===== config.mk =====
export PLATFORM = sky130hd
export DESIGN_NAME = drawbar_synth
export DESIGN_NICKNAME = d
export VERILOG_FILES = /design/src/rtl/theremin_pkg.sv /design/src/rtl/sine_lut_qw.sv /design/src/rtl/drawbar_synth.sv
export SDC_FILE = /design/constraint.sdc
export NUM_CORES = 1
export LEC_CHECK = 0
export CAP_MARGIN = 25
export CELL_PAD_IN_SITES_DETAIL_PLACEMENT = 2
export CELL_PAD_IN_SITES_GLOBAL_PLACEMENT = 2
export CORE_UTILIZATION = 40
export CTS_CLUSTER_SIZE = 10
export DETAILED_ROUTE_END_ITERATION = 8
export PLACE_DENSITY = 0.81
export RECOVER_POWER = 100
export SLEW_MARGIN = 20
export SYNTH_ARGS = -nofsm -noshare
export SYNTH_HDL_FRONTEND = slang
export SYNTH_SLANG_ARGS = --single-unit

===== constraint.sdc =====
create_clock -name clk -period 9.4 [get_ports clk]
set_input_delay 1.88 -clock clk [delete_from_list [all_inputs] [get_ports clk]]
set_output_delay 1.88 -clock clk [all_outputs]
set_load 0.01 [all_outputs]

===== src/rtl/theremin_pkg.sv =====
// Shared types and elaboration-time helpers for the tone generators.
package theremin_pkg;

    typedef enum logic [1:0] {
        IDLE  = 2'd0,
        ISSUE = 2'd1,
        DRAIN = 2'd2,
        DONE  = 2'd3
    } state_t;

    function automatic int clog2(input int value);
        int r;
        r = 0;
        while ((1 << r) < value) r++;
        return r;
    endfunction

    // round(2^(phase_bits+8) / fsamp); the extra 8 bits are dropped after the freq multiply
    function automatic longint inc_k(input int phase_bits, input int fsamp);
        longint num;
        num = longint'(1) << (phase_bits + 8);
        return (num + longint'(fsamp / 2)) / longint'(fsamp);
    endfunction

    // Quarter-wave entry idx: round(max * sin(pi/2 * (idx + 0.5) / 2^lut_bits)).
    // Taylor series in Q30; the half-step offset makes the mirrored quadrants exact.
    function automatic int qw_sine(input int idx, input int lut_bits, input int sig_bits);
        longint x;
        longint term;
        longint sum;
        longint maxv;
        x = (64'sd3373259426 * longint'(2 * idx + 1)) >>> (lut_bits + 2);
        term = x;
        sum  = x;
        for (int k = 1; k <= 7; k++) begin
            term = (term * x) >>> 30;
            term = (term * x) >>> 30;
            term = -term / longint'((2 * k) * (2 * k + 1));
            sum  = sum + term;
        end
        maxv = (longint'(1) << (sig_bits - 1)) - 1;
        return int'((sum * maxv + (longint'(1) << 29)) >>> 30);
    endfunction

endpackage


===== src/rtl/sine_lut_qw.sv =====
// Quarter-wave sine lookup: quadrant folding around a magnitude table, one-cycle registered output.
module sine_lut_qw
    import theremin_pkg::*;
#(
    parameter int LUT_BITS = 8,
    parameter int SIG_BITS = 16
)(
    input  logic                       clk,
    input  logic [LUT_BITS+1:0]        i_addr,
    output logic signed [SIG_BITS-1:0] o_sample
);

    localparam int DEPTH = 2 ** LUT_BITS;

    logic [SIG_BITS-2:0]       w_rom [DEPTH];
    logic [1:0]                w_quad;
    logic [LUT_BITS-1:0]       w_idx;
    logic [SIG_BITS-1:0]       w_mag;
    logic signed [SIG_BITS-1:0] r_sample;

    // Table contents are computed at elaboration, so the ROM needs no external file
    for (genvar gi = 0; gi < DEPTH; gi++) begin : g_rom
        localparam int LP_MAG = qw_sine(gi, LUT_BITS, SIG_BITS);
        assign w_rom[gi] = (SIG_BITS-1)'(LP_MAG);
    end

    assign w_quad = i_addr[LUT_BITS+1:LUT_BITS];
    assign w_idx  = w_quad[0] ? ~i_addr[LUT_BITS-1:0] : i_addr[LUT_BITS-1:0];
    assign w_mag  = {1'b0, w_rom[w_idx]};

    always_ff @(posedge clk) begin
        r_sample <= w_quad[1] ? -w_mag : w_mag;
    end

    assign o_sample = r_sample;

endmodule


===== src/rtl/drawbar_synth.sv =====
// Additive tone generator: N_HARM phase-coherent partials of one fundamental,
// time-multiplexed through a single sine table and summed by one MAC.
module drawbar_synth
    import theremin_pkg::*;
#(
    parameter int F_BITS     = 16,
    parameter int A_BITS     = 4,
    parameter int N_HARM     = 4,
    parameter int SIG_BITS   = 16,
    parameter int PHASE_BITS = 24,
    parameter int LUT_BITS   = 8,
    parameter int FCLK       = 50_000_000,
    parameter int FSAMP      = 192_000
)(
    input  logic                       clk,
    input  logic                       reset_n,
    input  logic [F_BITS-1:0]          freq,
    input  logic [N_HARM*A_BITS-1:0]   amp,
    output logic signed [SIG_BITS-1:0] out,
    output logic                       out_valid
);

    localparam int DIV    = FCLK / FSAMP;
    localparam int PW     = (clog2(DIV) > 0) ? clog2(DIV) : 1;
    localparam int NH_LOG = clog2(N_HARM);
    localparam int HB     = (NH_LOG > 0) ? NH_LOG : 1;
    localparam int SHIFT  = A_BITS + NH_LOG;
    localparam int ACC_W  = SIG_BITS + SHIFT;
    localparam int PROD_W = F_BITS + 16;
    localparam logic [15:0] INC_K = 16'(inc_k(PHASE_BITS, FSAMP));

    if (DIV < N_HARM + 4) begin : g_rate_check
        $error("drawbar_synth: FCLK/FSAMP must be at least N_HARM+4");
    end

    state_t                     r_state, w_state_next;
    logic [HB-1:0]              r_h, w_h_next;
    logic                       r_drain, w_drain_next;
    logic [PW-1:0]              r_presc;
    logic                       r_tick;
    logic [PHASE_BITS-1:0]      r_inc;
    logic [PHASE_BITS-1:0]      r_phase;
    logic [N_HARM*A_BITS-1:0]   r_amp_q;
    logic signed [ACC_W-1:0]    r_acc;
    logic                       r_mac_en;
    logic [HB-1:0]              r_mac_h;
    logic signed [SIG_BITS-1:0] r_out;
    logic                       r_out_valid;

    logic [PHASE_BITS-1:0]      w_mult;
    logic [LUT_BITS+1:0]        w_lut_addr;
    logic signed [SIG_BITS-1:0] w_sine;
    logic [A_BITS-1:0]          w_amp_arr [N_HARM];
    logic signed [ACC_W-1:0]    w_sine_ext;
    logic signed [ACC_W-1:0]    w_amp_ext;
    logic signed [ACC_W-1:0]    w_term;

    // Partial h reads the table at phase*(h+1); no per-partial state keeps them coherent
    assign w_mult     = PHASE_BITS'(r_h) + PHASE_BITS'(1);
    assign w_lut_addr = (LUT_BITS+2)'((r_phase * w_mult) >> (PHASE_BITS - LUT_BITS - 2));

    sine_lut_qw #(
        .LUT_BITS (LUT_BITS),
        .SIG_BITS (SIG_BITS)
    ) u_lut (
        .clk      (clk),
        .i_addr   (w_lut_addr),
        .o_sample (w_sine)
    );

    for (genvar gi = 0; gi < N_HARM; gi++) begin : g_amp
        assign w_amp_arr[gi] = r_amp_q[gi*A_BITS +: A_BITS];
    end

    assign w_sine_ext = ACC_W'(w_sine);
    assign w_amp_ext  = $signed(ACC_W'(w_amp_arr[r_mac_h]));
    assign w_term     = w_sine_ext * w_amp_ext;

    always_ff @(posedge clk) begin
        if (!reset_n) begin
            r_state <= IDLE;
            r_h     <= '0;
            r_drain <= 1'b0;
        end else begin
            r_state <= w_state_next;
            r_h     <= w_h_next;
            r_drain <= w_drain_next;
        end
    end

    always_comb begin
        w_state_next = r_state;
        w_h_next     = r_h;
        w_drain_next = r_drain;
        case (r_state)
            IDLE: begin
                if (r_tick) begin
                    w_state_next = ISSUE;
                    w_h_next     = '0;
                end
            end
            ISSUE: begin
                if (r_h == HB'(N_HARM - 1)) begin
                    w_state_next = DRAIN;
                    w_drain_next = 1'b0;
                end else begin
                    w_h_next = r_h + HB'(1);
                end
            end
            DRAIN: begin
                if (r_drain) w_state_next = DONE;
                else         w_drain_next = 1'b1;
            end
            DONE:    w_state_next = IDLE;
            default: w_state_next = IDLE;
        endcase
    end

    always_ff @(posedge clk) begin
        if (!reset_n) begin
            r_presc     <= '0;
            r_tick      <= 1'b0;
            r_inc       <= '0;
            r_phase     <= '0;
            r_amp_q     <= '0;
            r_acc       <= '0;
            r_mac_en    <= 1'b0;
            r_mac_h     <= '0;
            r_out       <= '0;
            r_out_valid <= 1'b0;
        end else begin
            r_presc     <= (r_presc == PW'(DIV - 1)) ? '0 : r_presc + PW'(1);
            r_tick      <= (r_presc == PW'(DIV - 1));
            r_inc       <= PHASE_BITS'((PROD_W'(freq) * PROD_W'(INC_K)) >> 8);
            r_mac_en    <= (r_state == ISSUE);
            r_mac_h     <= r_h;
            r_out_valid <= (r_state == DONE);
            if (r_tick) begin
                r_phase <= r_phase + r_inc;
                r_amp_q <= amp;
                r_acc   <= '0;
            end else if (r_mac_en) begin
                r_acc <= r_acc + w_term;
            end
            // The shift divides by the worst-case gain, so the result always fits
            if (r_state == DONE) r_out <= SIG_BITS'(r_acc >>> SHIFT);
        end
    end

    assign out       = r_out;
    assign out_valid = r_out_valid;

endmodule

==> impl_metrics.env, run 1 <==
export IMPL_status="complete, no violations"
export IMPL_endpoint_kind="flop"
export IMPL_worst_path_max_fanout=6
export IMPL_synth_area_sq_um=21300
export IMPL_synth_yosys_seq_area_share_pct=12.8
export IMPL_drt_pass1_iter_count=6
export IMPL_fin_nets=3064
export IMPL_synth_edf_count=0
export IMPL_yosys_most_used_dff="dfxtp_1"
export IMPL_clock_fmax_mhz=110
export IMPL_synth_mux_area_share_pct=4.60
export IMPL_clkSinkCount=136
export IMPL_clk_pin_slew_ns=0.06
export IMPL_worst_slew_pin_slew_ns=1.31
export IMPL_gp_congestion=1.05
export IMPL_grt_pass1_vias=25800
export IMPL_power_switching_mw=1.57
export IMPL_cp_required_ns=9.73
export IMPL_ys_types=119
export IMPL_worstSkewPairLatency_ns=0.49
export IMPL_ys_ff_latch=136
export IMPL_drt_iter0_markers=2520
export IMPL_io_pins=51
export IMPL_post_drt_wl_per_cell_um=36.4
export IMPL_slew_headroom_pct=12.0
export IMPL_top_layer="met4"
export IMPL_dp_hpwl_um=91200
export IMPL_critPathKind="input pin to flop"
export IMPL_worst_setup_path_start_kind="input pin"
export IMPL_yosys_warnings=0
export IMPL_track_usage_pct=45.1
export IMPL_die_area_sq_um=54100
export IMPL_multi_input_area_sq_um=17000
export IMPL_synth_top_family_by_area="adder cells"
export IMPL_period_minus_slack_ns=9.09
export IMPL_synth_compound_gate_area_share_pct=25.8
export IMPL_ctsResizeCount=0
export IMPL_fillers=5853
export IMPL_cp_arrival_ns=9.43
export IMPL_synth_commonest_cells="nor2_1, inv_1, ha_1, nand2_1, a21oi_1"
export IMPL_synth_area_per_cell_sq_um=8.06
export IMPL_synth_nets=3041
export IMPL_tns_ns=0
export IMPL_finalHoldViolCount=0
export IMPL_setup_ws_ns=0.306
export IMPL_synth_xor_area_share_pct=4.06
export IMPL_port_buffers=50
export IMPL_cts_buffers=17
export IMPL_period_share_pct=96.7
export IMPL_dp_slack_ns=0.338
export IMPL_synthAdderAreaFrac_pct=26.7
export IMPL_seqPwrFrac_pct=19.7
export IMPL_rsz0062_at_grt="no"
export IMPL_wirelength_um=122000
export IMPL_viasPerCell=6.98
export IMPL_core_area_sq_um=52600
export IMPL_power_internal_mw=1.83
export IMPL_async_flop_share_pct=0
export IMPL_synth_top_area_share_pct=13.9
export IMPL_dr_wl_met3_um=10100
export IMPL_setup_viol=0
export IMPL_drv_cap=0
export IMPL_p_leak_nw=9.96
export IMPL_synth_simple_area_share_pct=18.4
export IMPL_grt_start_max_net_pins=88
export IMPL_hold_buffers=0
export IMPL_combPwrFrac_pct=59.3
export IMPL_utilization_pct=44.6
export IMPL_fin_skew_ns=0.0116
export IMPL_hold_path_class="flop to flop"
export IMPL_ir_drop_uv=527
export IMPL_synth_area_leaders="fa_1, ha_1, dfxtp_1"
export IMPL_start_util_pct=40.5
export IMPL_ctsHtreeMaxLevel=4
export IMPL_grt_ovfl_total=0
export IMPL_die_y_um=233
export IMPL_clockPowerShare_pct=21.0
export IMPL_cts_root_buffer="clkbuf_16"
export IMPL_synth_most_common_cell="nor2_1"
export IMPL_antenna_found_initial=4
export IMPL_ant_nets=0
export IMPL_p_sw_share_pct=46.2
export IMPL_drc=0
export IMPL_layout_drive_gt1_share_pct=8.89
export IMPL_post_cts_setup_buffers=0
export IMPL_area_growth_pct=9.99
export IMPL_cts_tree="yes"
export IMPL_clockBufferDepth=2
export IMPL_post_synth_top_area_cell="fa_1"
export IMPL_fp_dieW_um=233
export IMPL_p_per_area_nw_per_um2=145
export IMPL_syn_inst=2641
export IMPL_wl_met2_um=57900
export IMPL_grt_pass1_wl_um=177000
export IMPL_dr_total_vias=23500
export IMPL_placementRows=84
export IMPL_worst_r2r_setup_slack_ns=0.33
export IMPL_m1WireLength_um=44800
export IMPL_register_area_sq_um=2720
export IMPL_drv_slew=0
layer usage:
metal  up-vias  GRT usage [%]
met5         -              0
met4         0           31.5
met3       531           10.8
met2      1370           75.1
met1     12000           50.7
li1       9606              -
stage by stage:
stage | area [sq um] | hold slack [ns] | instances | power [mW]
6_report | 23400 | 0.486 | 3366 | 3.40
5_1_grt | 23400 | 0.499 | 3365 | 3.59
4_1_cts | 23400 | 0.484 | 3365 | 3.41
3_5_place_dp | 22800 | 0.473 | 3333 | 2.56
3_3_place_gp | 22800 | 0.444 | 3332 | 2.35
2_1_floorplan | 21300 | 0.430 | 2641 | 1.92
cell type report:
type                            count  area share [%]
Timing Repair Buffer              164            5.97
Multi-Input combinational cell   2113            72.5
Clock inverter                     10           0.508
Antenna cell                        1          0.0107
Sequential cell                   136            11.6
Inverter                          232            3.72
Clock buffer                       22            2.03
Tap cell                          688            3.68
cells in the final DEF (no fill, tap or decap), drive strengths merged, types with 25 or more instances in the layout:
| cell type | n |
|---|---|
| nor2 | 256 |
| ha | 218 |
| mux2i | 82 |
| nor4 | 28 |
| a21oi | 168 |
| o31ai | 29 |
| o211ai | 38 |
| nand3 | 58 |
| inv | 230 |
| dfxtp | 136 |
| nand2 | 181 |
| o21ai | 133 |
| a31oi | 28 |
| fa | 148 |
| a211oi | 43 |
| nand2b | 25 |
| clkdlybuf4s50 | 30 |
| and2 | 81 |
| nor3 | 77 |
| buf | 114 |
| xor2 | 31 |
| o22ai | 38 |
| xnor2 | 63 |
registers in the layout (all words and copies together) (netlist names):
signal / flops
r_phase: 24
r_inc: 23
r_acc: 22
out: 16
r_amp_q: 16
u_lut.o_sample: 16
r_presc: 9
r_h: 2
r_mac_h: 2
r_state: 2
out_valid: 1
r_drain: 1
r_mac_en: 1
r_tick: 1
worst paths after layout:
path	startpoint	endpoint	cells past startpoint
hold reg to reg	r_presc[0]	r_presc[0]	1
setup / recovery	freq[5]	r_inc[22]	25
setup reg to reg	r_h[1]	u_lut.o_sample[12]	20
hold / removal	r_presc[0]	r_presc[0]	1
worst max-delay path, stage by stage:
cell	delay (ns)
dlygate4sd3_1	0.69
ha_1	0.38
inv_1	0.07
fa_1	0.50
inv_1	0.05
ha_1	0.31
fa_1	0.50
fa_1	0.51
inv_1	0.05
fa_1	0.49
inv_1	0.06
ha_1	0.33
a21o_1	0.21
a21oi_1	0.13
o21ai_0	0.27
o311ai_0	0.74
a21oi_1	0.30
o31ai_1	0.46
a21oi_1	0.22
a41oi_1	0.41
a21oi_1	0.19
a21o_1	0.25
a21oi_1	0.22
xnor2_1	0.16
nor2_1	0.06
power by group through the flow:
stage | logic, mW | clock network [mW] | registers [mW]
2_1_floorplan | 1.26 | 0 | 0.658
3_3_place_gp | 1.67 | 0 | 0.676
3_5_place_dp | 1.88 | 0 | 0.678
4_1_cts | 2.02 | 0.721 | 0.667
5_1_grt | 2.17 | 0.742 | 0.670
6_report | 2.02 | 0.715 | 0.670
cells by family (layout without fill, tap and decap cells):
family	count (synthesis)	in the layout
other	0	1
AOI/OAI and AO/OA	762	762
xor gates and xnor gates	94	94
buffers and inverters	392	428
and+or+nand+nor	801	801
muxes	90	90
adders and majority gates	366	366
DFF	136	136
Note: power is estimated with default switching activity, not from simulation.
==> run 2: changes to the inputs <==
Settings changed: TNS_END_PERCENT set to 20.
==> results of run 2 <==
The final DEF is identical to that of run 1; final timing and power are the same.
